$ cat src/rtl/tmr_minority_monitor.sv
// tmr_minority_monitor: registered TMR minority vote with per-channel fault masking and health FSM
module tmr_minority_monitor #(
  parameter int THRESH = 4
) (
  input  logic       clk,
  input  logic       reset,
  input  logic       in_valid,
  input  logic       a,
  input  logic       b,
  input  logic       c,
  input  logic       clear,
  output logic       y,
  output logic       y_valid,
  output logic [2:0] fault_mask,
  output logic [1:0] state,
  output logic       err
);
  typedef enum logic [1:0] {NORMAL = 2'b00, DEGRADED = 2'b01, FAILED = 2'b10} state_t;
  localparam logic [3:0] TH = 4'(THRESH);
  state_t st, st_d;
  logic [2:0][3:0] run, run_d, run_n;
  logic [3:0] mrun, mrun_d, mrun_n;
  logic [2:0] abc, dis, hit, mask_d;
  logic y_d, v_d, minority, p, q;
  function automatic logic [3:0] inc(input logic [3:0] v);
    return v == 4'hf ? v : v + 4'd1;
  endfunction
  assign abc = {c, b, a};
  assign minority = (~a & ~b) | (~a & ~c) | (~b & ~c);
  assign dis = abc ^ {3{~minority}};
  assign p = fault_mask[0] ? b : a;
  assign q = fault_mask[2] ? b : c;
  assign mrun_n = p == q ? 4'd0 : inc(mrun);
  for (genvar i = 0; i < 3; i++) begin : g_run
    assign run_n[i] = dis[i] ? inc(run[i]) : 4'd0;
    assign hit[i] = dis[i] && run_n[i] == TH;
  end
  always_comb begin
    st_d = st;
    mask_d = fault_mask;
    run_d = run;
    mrun_d = mrun;
    y_d = y;
    v_d = 1'b0;
    if (clear) begin
      st_d = NORMAL;
      mask_d = '0;
      run_d = '0;
      mrun_d = '0;
      y_d = 1'b0;
    end else if (in_valid) begin
      v_d = 1'b1;
      if (st == NORMAL) begin
        y_d = minority;
        run_d = |hit ? '0 : run_n;
        mask_d = hit;
        st_d = |hit ? DEGRADED : NORMAL;
      end else if (st == DEGRADED) begin
        y_d = p == q ? ~p : y;
        mrun_d = mrun_n;
        mask_d = mrun_n == TH ? 3'b111 : fault_mask;
        st_d = mrun_n == TH ? FAILED : DEGRADED;
      end
    end
  end
  always_ff @(posedge clk) begin
    if (reset) begin
      st <= NORMAL;
      fault_mask <= '0;
      run <= '0;
      mrun <= '0;
      y <= 1'b0;
      y_valid <= 1'b0;
    end else begin
      st <= st_d;
      fault_mask <= mask_d;
      run <= run_d;
      mrun <= mrun_d;
      y <= y_d;
      y_valid <= v_d;
    end
  end
  assign state = st;
  assign err = st == FAILED;
endmodule

$ cat config.mk
export PLATFORM = sky130hd
export DESIGN_NAME = tmr_minority_monitor
export DESIGN_NICKNAME = d
export VERILOG_FILES = /design/src/rtl/tmr_minority_monitor.sv
export SDC_FILE = /design/constraint.sdc
export NUM_CORES = 1
export LEC_CHECK = 0
export ABC_AREA = 1
export CORE_MARGIN = 2
export CORE_UTILIZATION = 56
export CTS_BUF_LIST = sky130_fd_sc_hd__clkbuf_16
export DETAILED_ROUTE_END_ITERATION = 10
export PLACE_DENSITY = 0.78
export SLEW_MARGIN = 20
export SYNTH_ARGS = -nofsm -noshare
export SYNTH_HDL_FRONTEND = slang
export SYNTH_SLANG_ARGS = --single-unit
$ cat constraint.sdc
create_clock -name clk -period 1.8 [get_ports clk]
set_clock_uncertainty 0.05 [all_clocks]
set_input_delay 0.36 -clock clk [delete_from_list [all_inputs] [get_ports clk]]
set_output_delay 0.36 -clock clk [all_outputs]
set_load 0.01 [all_outputs]
==> metrics.yaml, run 1 <==
outcome:
  outcome: "finished clean"
timing:
  timing.hold.ws_ns: 0.445
  setup_viol: 0
  rsz0062_at_grt: "no"
  fin_tns_setup_ns: 0
  finalCritPeriodShare: 0.913
  fin_crit_ns: 1.64
  max_freq_ghz: 0.609
  hold_violations: 0
  worst_slew_pin_slew_ns: 0.299
  slew_violations: 0
  fin_ws_ns: 0.157
  slew_headroom: 0.800
synthesis:
  synth.top_cell.area_share: 0.298
  syn_nets: 264
  synth.yosys.warnings: 0
  ys_seq_elements: 23
  yosys.area.top_type: "dfxtp_1"
  synthCells: 253
  synth.area.top_cells: "dfxtp_1, nand2_1, a21oi_1"
  post-synth-top-count-cell: "nand2_1"
  synth-edff-count: 0
  synth_top_flop_cell: "dfxtp_1"
  ys_types: 21
  synthesis.area_um2: 1550
  synthArstFlopShare: 0
  synth-seq-area-share: 0.298
  synth.avg_cell_area_um2: 6.11
  synth_common_cells: "nand2_1, nor2_1, inv_1"
route:
  wl_per_cell_um: 10.8
  drcViolationCount: 0
  drt_first_pass_iters: 4
  vias: 1656
  viasPerCell: 5.22
  wl_mm: 3.41
  ant_nets: 0
  first_iter_violations: 99
clock_tree:
  root_buffer: "clkbuf_16"
  hold_buffers: 0
  cts_buffers: 3
  clock_latency_ns: 0.25
  ctsLongestPathBuffers: 2
  cts.sinks: 23
  htreeDepth: 1
  clk_pin_slew_ns: 0.06
  cts_tree: "done"
grt:
  grt_pass1_vias: 1412
  grt-ovfl-total: 0
  grt_pass1_wl_mm: 5.94
  grt_usage: 0.229
  grt_max_degree: 15
  antenna_found_initial: 0
worst_setup_path:
  critPathMaxFanout: 5
  critPathBufInv: 1
  cp.required_ns: 1.39
  crit_family: "buffers and inverters"
  end_kind: "output pin"
  critPathMaxStageDelay_ns: 0.57
  path_class: "flip-flop to output pin"
  cp-start-kind: "flip-flop"
  path_cells: "clkdlybuf4s50_1"
  crit_arrival_ns: 1.23
  critPathSlowestCell: "clkdlybuf4s50_1"
layout:
  final_cells: 317
  insertedDiodeCount: 0
  fillerInstances: 238
  nNetsFinal: 298
  drive_gt1_frac: 0.143
  fin_area_um2: 1940
  syn_to_final_growth_pct: 25.4
placement:
  place_area_um2: 1850
  hpwlAfterDp_mm: 2.54
  io_buffer_count: 14
  place_ws_ns: -0.219
  dp_cells: 313
  gp_congestion: 0.844
job:
  cap_viol_max_count: 0
die:
  die_height_um: 56.6
  io_pins: 15
  die_area_um2: 3200
  die_x_um: 56.6
  core_area_um2: 2690
  std_cell_rows: 19
  start_util: 0.576
hold_path:
  hp-class: "flip-flop to flip-flop"
power_and_ir_drop:
  irDropWorstVdd_uv: 610
  power_density_nw_per_um2: 618
  power_leakage_uw: 0.000943
==> layout by cell type, fill, tap and decap left out <==
cell	netlist	routed
a211oi_1	4	4
a21oi_1	23	23
a31oi_1	1	1
buf_4	0	20
clkbuf_16	0	3
clkdlybuf4s50_1	0	10
clkinv_1	1	1
dfxtp_1	23	21
dfxtp_2	0	2
dlymetal6s2s_1	0	4
ha_1	4	3
ha_2	0	1
inv_1	26	27
inv_2	5	5
nand2_1	71	71
nand2_2	3	3
nand3_1	23	23
nand3_2	3	3
nand4_1	11	11
nor2_1	28	28
nor2_2	2	2
nor2_4	2	2
o21a_1	2	2
o21ai_0	16	16
==> what timing repair did <==
| action | in CTS | in global routing |
|---|---|---|
| cloned | 0 | 0 |
| buffers inserted | 0 | 0 |
| setup endpoints to repair | 1 | 10 |
| gates resized for setup | 1 | 6 |
==> stage by stage <==
stage | power [uW] | util
global placement | 748 | 0.687
detailed placement | 750 | 0.687
CTS | 1210 | 0.717
finish | 1200 | 0.722
global route | 1270 | 0.722
floorplan | 666 | -
==> state kept, by name, indices dropped and copies added, names as in the netlist <==
register    count
y               1
mrun            4
y_valid         1
fault_mask      3
state           2
run            12
==> path summary, 6_finish.rpt <==
check	startpoint	endpoint	slack (ns)	cells past startpoint
max	fault_mask[2]$_SDFFE_PP0P_	fault_mask[2]	0.16	1
min	fault_mask[1]$_SDFFE_PP0P_	fault_mask[1]$_SDFFE_PP0P_	0.44	2
max reg2reg	mrun[1]$_SDFFE_PP0P_	fault_mask[2]$_SDFFE_PP0P_	0.17	10
min reg2reg	fault_mask[1]$_SDFFE_PP0P_	fault_mask[1]$_SDFFE_PP0P_	0.44	2
==> kinds of logic (layout without fill, tap and decap cells) <==
kind of cell,after synthesis,after routing,share of synthesized area
buffers and inverters,37,70,0.0971
adders and majority gates,4,4,0.0324
AOI/OAI and AO/OA,46,46,0.159
DFF,23,23,0.298
and+or+nand+nor,143,143,0.413
==> report_power, final <==
group	leakage, uW	internal [uW]	total, uW	switching (uW)
Combinational	0.000713	90.5	197	107
Clock	0.0000423	296	459	163
Sequential	0.000188	525	543	18.1
==> final cells by class <==
| type | instances | area [um2] | area share |
|---|---|---|---|
| multi-input cells | 193 | 938 | 0.484 |
| flip-flops and latches | 23 | 463 | 0.239 |
| repair buffers | 34 | 300 | 0.155 |
| inverters | 32 | 120 | 0.0619 |
| clock buffers | 3 | 75.1 | 0.0387 |
| well taps | 31 | 38.8 | 0.0200 |
| clock inverters | 1 | 3.75 | 0.00194 |
==> worst min-delay path, cell delays in order (launching register included) <==
cell and delay (ns):
dfxtp_1 0.34, a21oi_1 0.04, nor2_1 0.08
==> metal layers <==
| metal | track usage | part of all wire | vias up | routed length [um] |
|---|---|---|---|---|
| li1 | - | - | 897 | - |
| met1 | 0.330 | 0.52 | 728 | 1770 |
| met2 | 0.359 | 0.45 | 29 | 1520 |
| met3 | 0.0207 | 0.029 | 2 | 98 |
| met4 | 0.0782 | 0.0053 | 0 | 18 |
| met5 | 0 | 0 | - | 0 |
Power figures use the tool's default switching activity.
==> run 2, diff against run 1 <==
- TNS_END_PERCENT: default -> 1
==> results of run 2 <==
The final DEF is identical to that of run 1; final timing and power are the same.
==> run 3, diff against run 2 <==
- CORE_MARGIN: 2 -> 3
- CTS_CLUSTER_SIZE: default -> 30
- RECOVER_POWER: default -> 50
==> run 3 against run 2 <==
  * Sequential power about the same
  * Critical path depth unchanged
  * Final cell count down 0.63%
  * Cell area up 0.19%
  * Via count down 0.42%
  * Flip-flop and latch count unchanged
  * Clock-buffer cell count unchanged
  * Combinational power about the same
  * Critical endpoint is now state[0]
==> metrics.yaml, run 3 (synthesis results as in run 1) <==
grt:
  antenna_found_initial: 0
  grt_usage: 0.233
  grt_max_degree: 15
  busiest_layer: "met2"
  grt_pass1_vias: 1511
  grt-ovfl-total: 0
  met3_usage: 0.0263
  grt_use_met1: 0.314
  grt_util_met2: 0.372
  grt_pass1_wl_mm: 6.30
layout:
  insertedDiodeCount: 0
  top_register: "run"
  syn_to_final_growth_pct: 25.6
  final_cell_mix: "nand2_1, nor2_1, inv_1, a21oi_1"
  final_common_cell: "nand2_1"
  nNetsFinal: 297
  largest_reg_flops: 12
  reg_top3: "run x12, mrun x4, fault_mask x3"
  drive_gt1_frac: 0.158
  seqCellArea_um2: 462
  fillerInstances: 218
  multiInputGateArea_um2: 953
clock_tree:
  clk_pin_slew_ns: 0.06
  cts_buffers: 3
  root_buffer: "clkbuf_16"
  cts.sinks: 23
  hold_buffers: 0
  cts_tree: "done"
  clock_latency_ns: 0.25
  ctsLongestPathBuffers: 2
  htreeDepth: 1
outcome:
  outcome: "finished clean"
power_and_ir_drop:
  switchingPower_uw: 302
  p_int_uw: 909
  power_density_nw_per_um2: 623
  pwr-share-seq: 0.448
  power_frac_clock: 0.392
  power.combinational.fraction: 0.160
  finalPower_uw: 1210
  swShare: 0.249
  power_leakage_uw: 0.000919
  irDropWorstVdd_uv: 641
die:
  die_height_um: 58.6
  die_area_um2: 3430
  start_util: 0.608
  std_cell_rows: 18
  core_area_um2: 2540
  die_x_um: 58.6
  io_pins: 15
placement:
  gp_congestion: 0.849
  io_buffer_count: 14
  place_ws_ns: -0.200
  hpwlAfterDp_mm: 2.65
route:
  ant_nets: 0
  vias: 1649
  drcViolationCount: 0
  wl_mm: 3.59
  drt_first_pass_iters: 4
  viasPerCell: 5.23
  wl_per_cell_um: 11.4
  first_iter_violations: 90
hold_path:
  whs_path_depth: 2
  worstHoldStart: "fault_mask[1]$_SDFFE_PP0P_"
  hold_end: "fault_mask[1]$_SDFFE_PP0P_"
  hp-class: "flip-flop to flip-flop"
worst_setup_path:
  path_class: "flip-flop to output pin"
  crit_family: "buffers and inverters"
  path_cells: "clkdlybuf4s50_1"
  reg2reg_slack_ns: 0.19
  cp-start-kind: "flip-flop"
  cp.required_ns: 1.39
  critPathMaxStageDelay_ns: 0.60
  critPathSlowestCell: "clkdlybuf4s50_1"
  r2r-start: "run[5]$_SDFFE_PP0P_"
  end_kind: "output pin"
  crit_arrival_ns: 1.36
  reg2reg_depth: 9
  critPathBufInv: 1
  critPathMaxFanout: 7
  reg2reg_to: "state[0]$_SDFFE_PP0P_"
timing:
  max_freq_ghz: 0.565
  slew_violations: 0
  worst_slew_pin_slew_ns: 0.317
  finalCritPeriodShare: 0.983
  slew_headroom: 0.789
  hold_violations: 0
  fin_ws_ns: 0.0309
  fin_crit_ns: 1.77
  setup_viol: 0
  fin_tns_setup_ns: 0
job:
  cap_viol_max_count: 0
## run 3: cell count changes in the layout (fill, tap and decap cells not counted), moves of 3 or more
cell             previous run  this run
ha_2                        1         4
clkdlybuf4s50_1            10         6
ha_1                        3         0
dlygate4sd3_1               0         4
## run 3: power by group through the flow
stage / sequential (uW) / combinational (uW) / clock [uW]
2_1_floorplan: 552 / 114 / 0
4_1_cts: 542 / 195 / 485
5_1_grt: 545 / 219 / 499
6_report: 542 / 194 / 474
3_5_place_dp: 553 / 193 / 0
3_3_place_gp: 553 / 192 / 0
## run 3: worst max path at each step
stage                          start  slack, ns                         end  cells after the start
4_1_cts                            b       0.02       state[0]$_SDFFE_PP0P_                     10
2_1_floorplan   mrun[0]$_SDFFE_PP0P_       0.32  fault_mask[2]$_SDFFE_PP0P_                     10
3_3_place_gp                       b      -0.20  fault_mask[0]$_SDFFE_PP0P_                     11
3_5_place_dp                       b      -0.20       state[0]$_SDFFE_PP0P_                      9
6_report       state[0]$_SDFFE_PP0P_       0.03                    state[0]                      1
5_1_grt          run[5]$_SDFFE_PP0P_     -0.007       state[0]$_SDFFE_PP0P_                      9
## run 3: metal layers
layer | routed length [um] | vias to the layer above
li1 | - | 893
met1 | 1760 | 711
met2 | 1610 | 36
met3 | 128 | 9
met4 | 78 | 0
met5 | 0 | -
## run 3: cell type report
cell class                 instances  share of cell area
clock buffer                       3              0.0386
clock inverter                     1             0.00258
inverter                          32              0.0618
multi-input combinational        193               0.491
sequential                        23               0.238
tap                               30              0.0193
timing repair buffer              33               0.149
## run 3: worst register-to-register path, cell delays in order, from the launching register on
cell and delay (ns):
dfxtp_1 0.38, ha_2 0.25, nand3_1 0.10, nand2_1 0.08, nand2_1 0.07, nor2_1 0.14, nand3_2 0.14, nand3_1 0.12
nand2_1 0.06, a21oi_1 0.15
## run 3: through the flow
| step | hold WS, ns | instance area, um2 | instances | util |
|---|---|---|---|---|
| floorplan | 0.432 | 1550 | 253 | - |
| global placement | 0.431 | 1840 | 311 | 0.722 |
| detailed placement | 0.432 | 1840 | 311 | 0.722 |
| CTS | 0.446 | 1920 | 315 | 0.754 |
| global route | 0.486 | 1940 | 315 | 0.764 |
| finish | 0.431 | 1940 | 315 | 0.764 |
## run 3: timing repair
action,in CTS,in global routing
cloned,0,0
buffers inserted,0,0
setup endpoints to repair,1,10
resized for setup,1,10
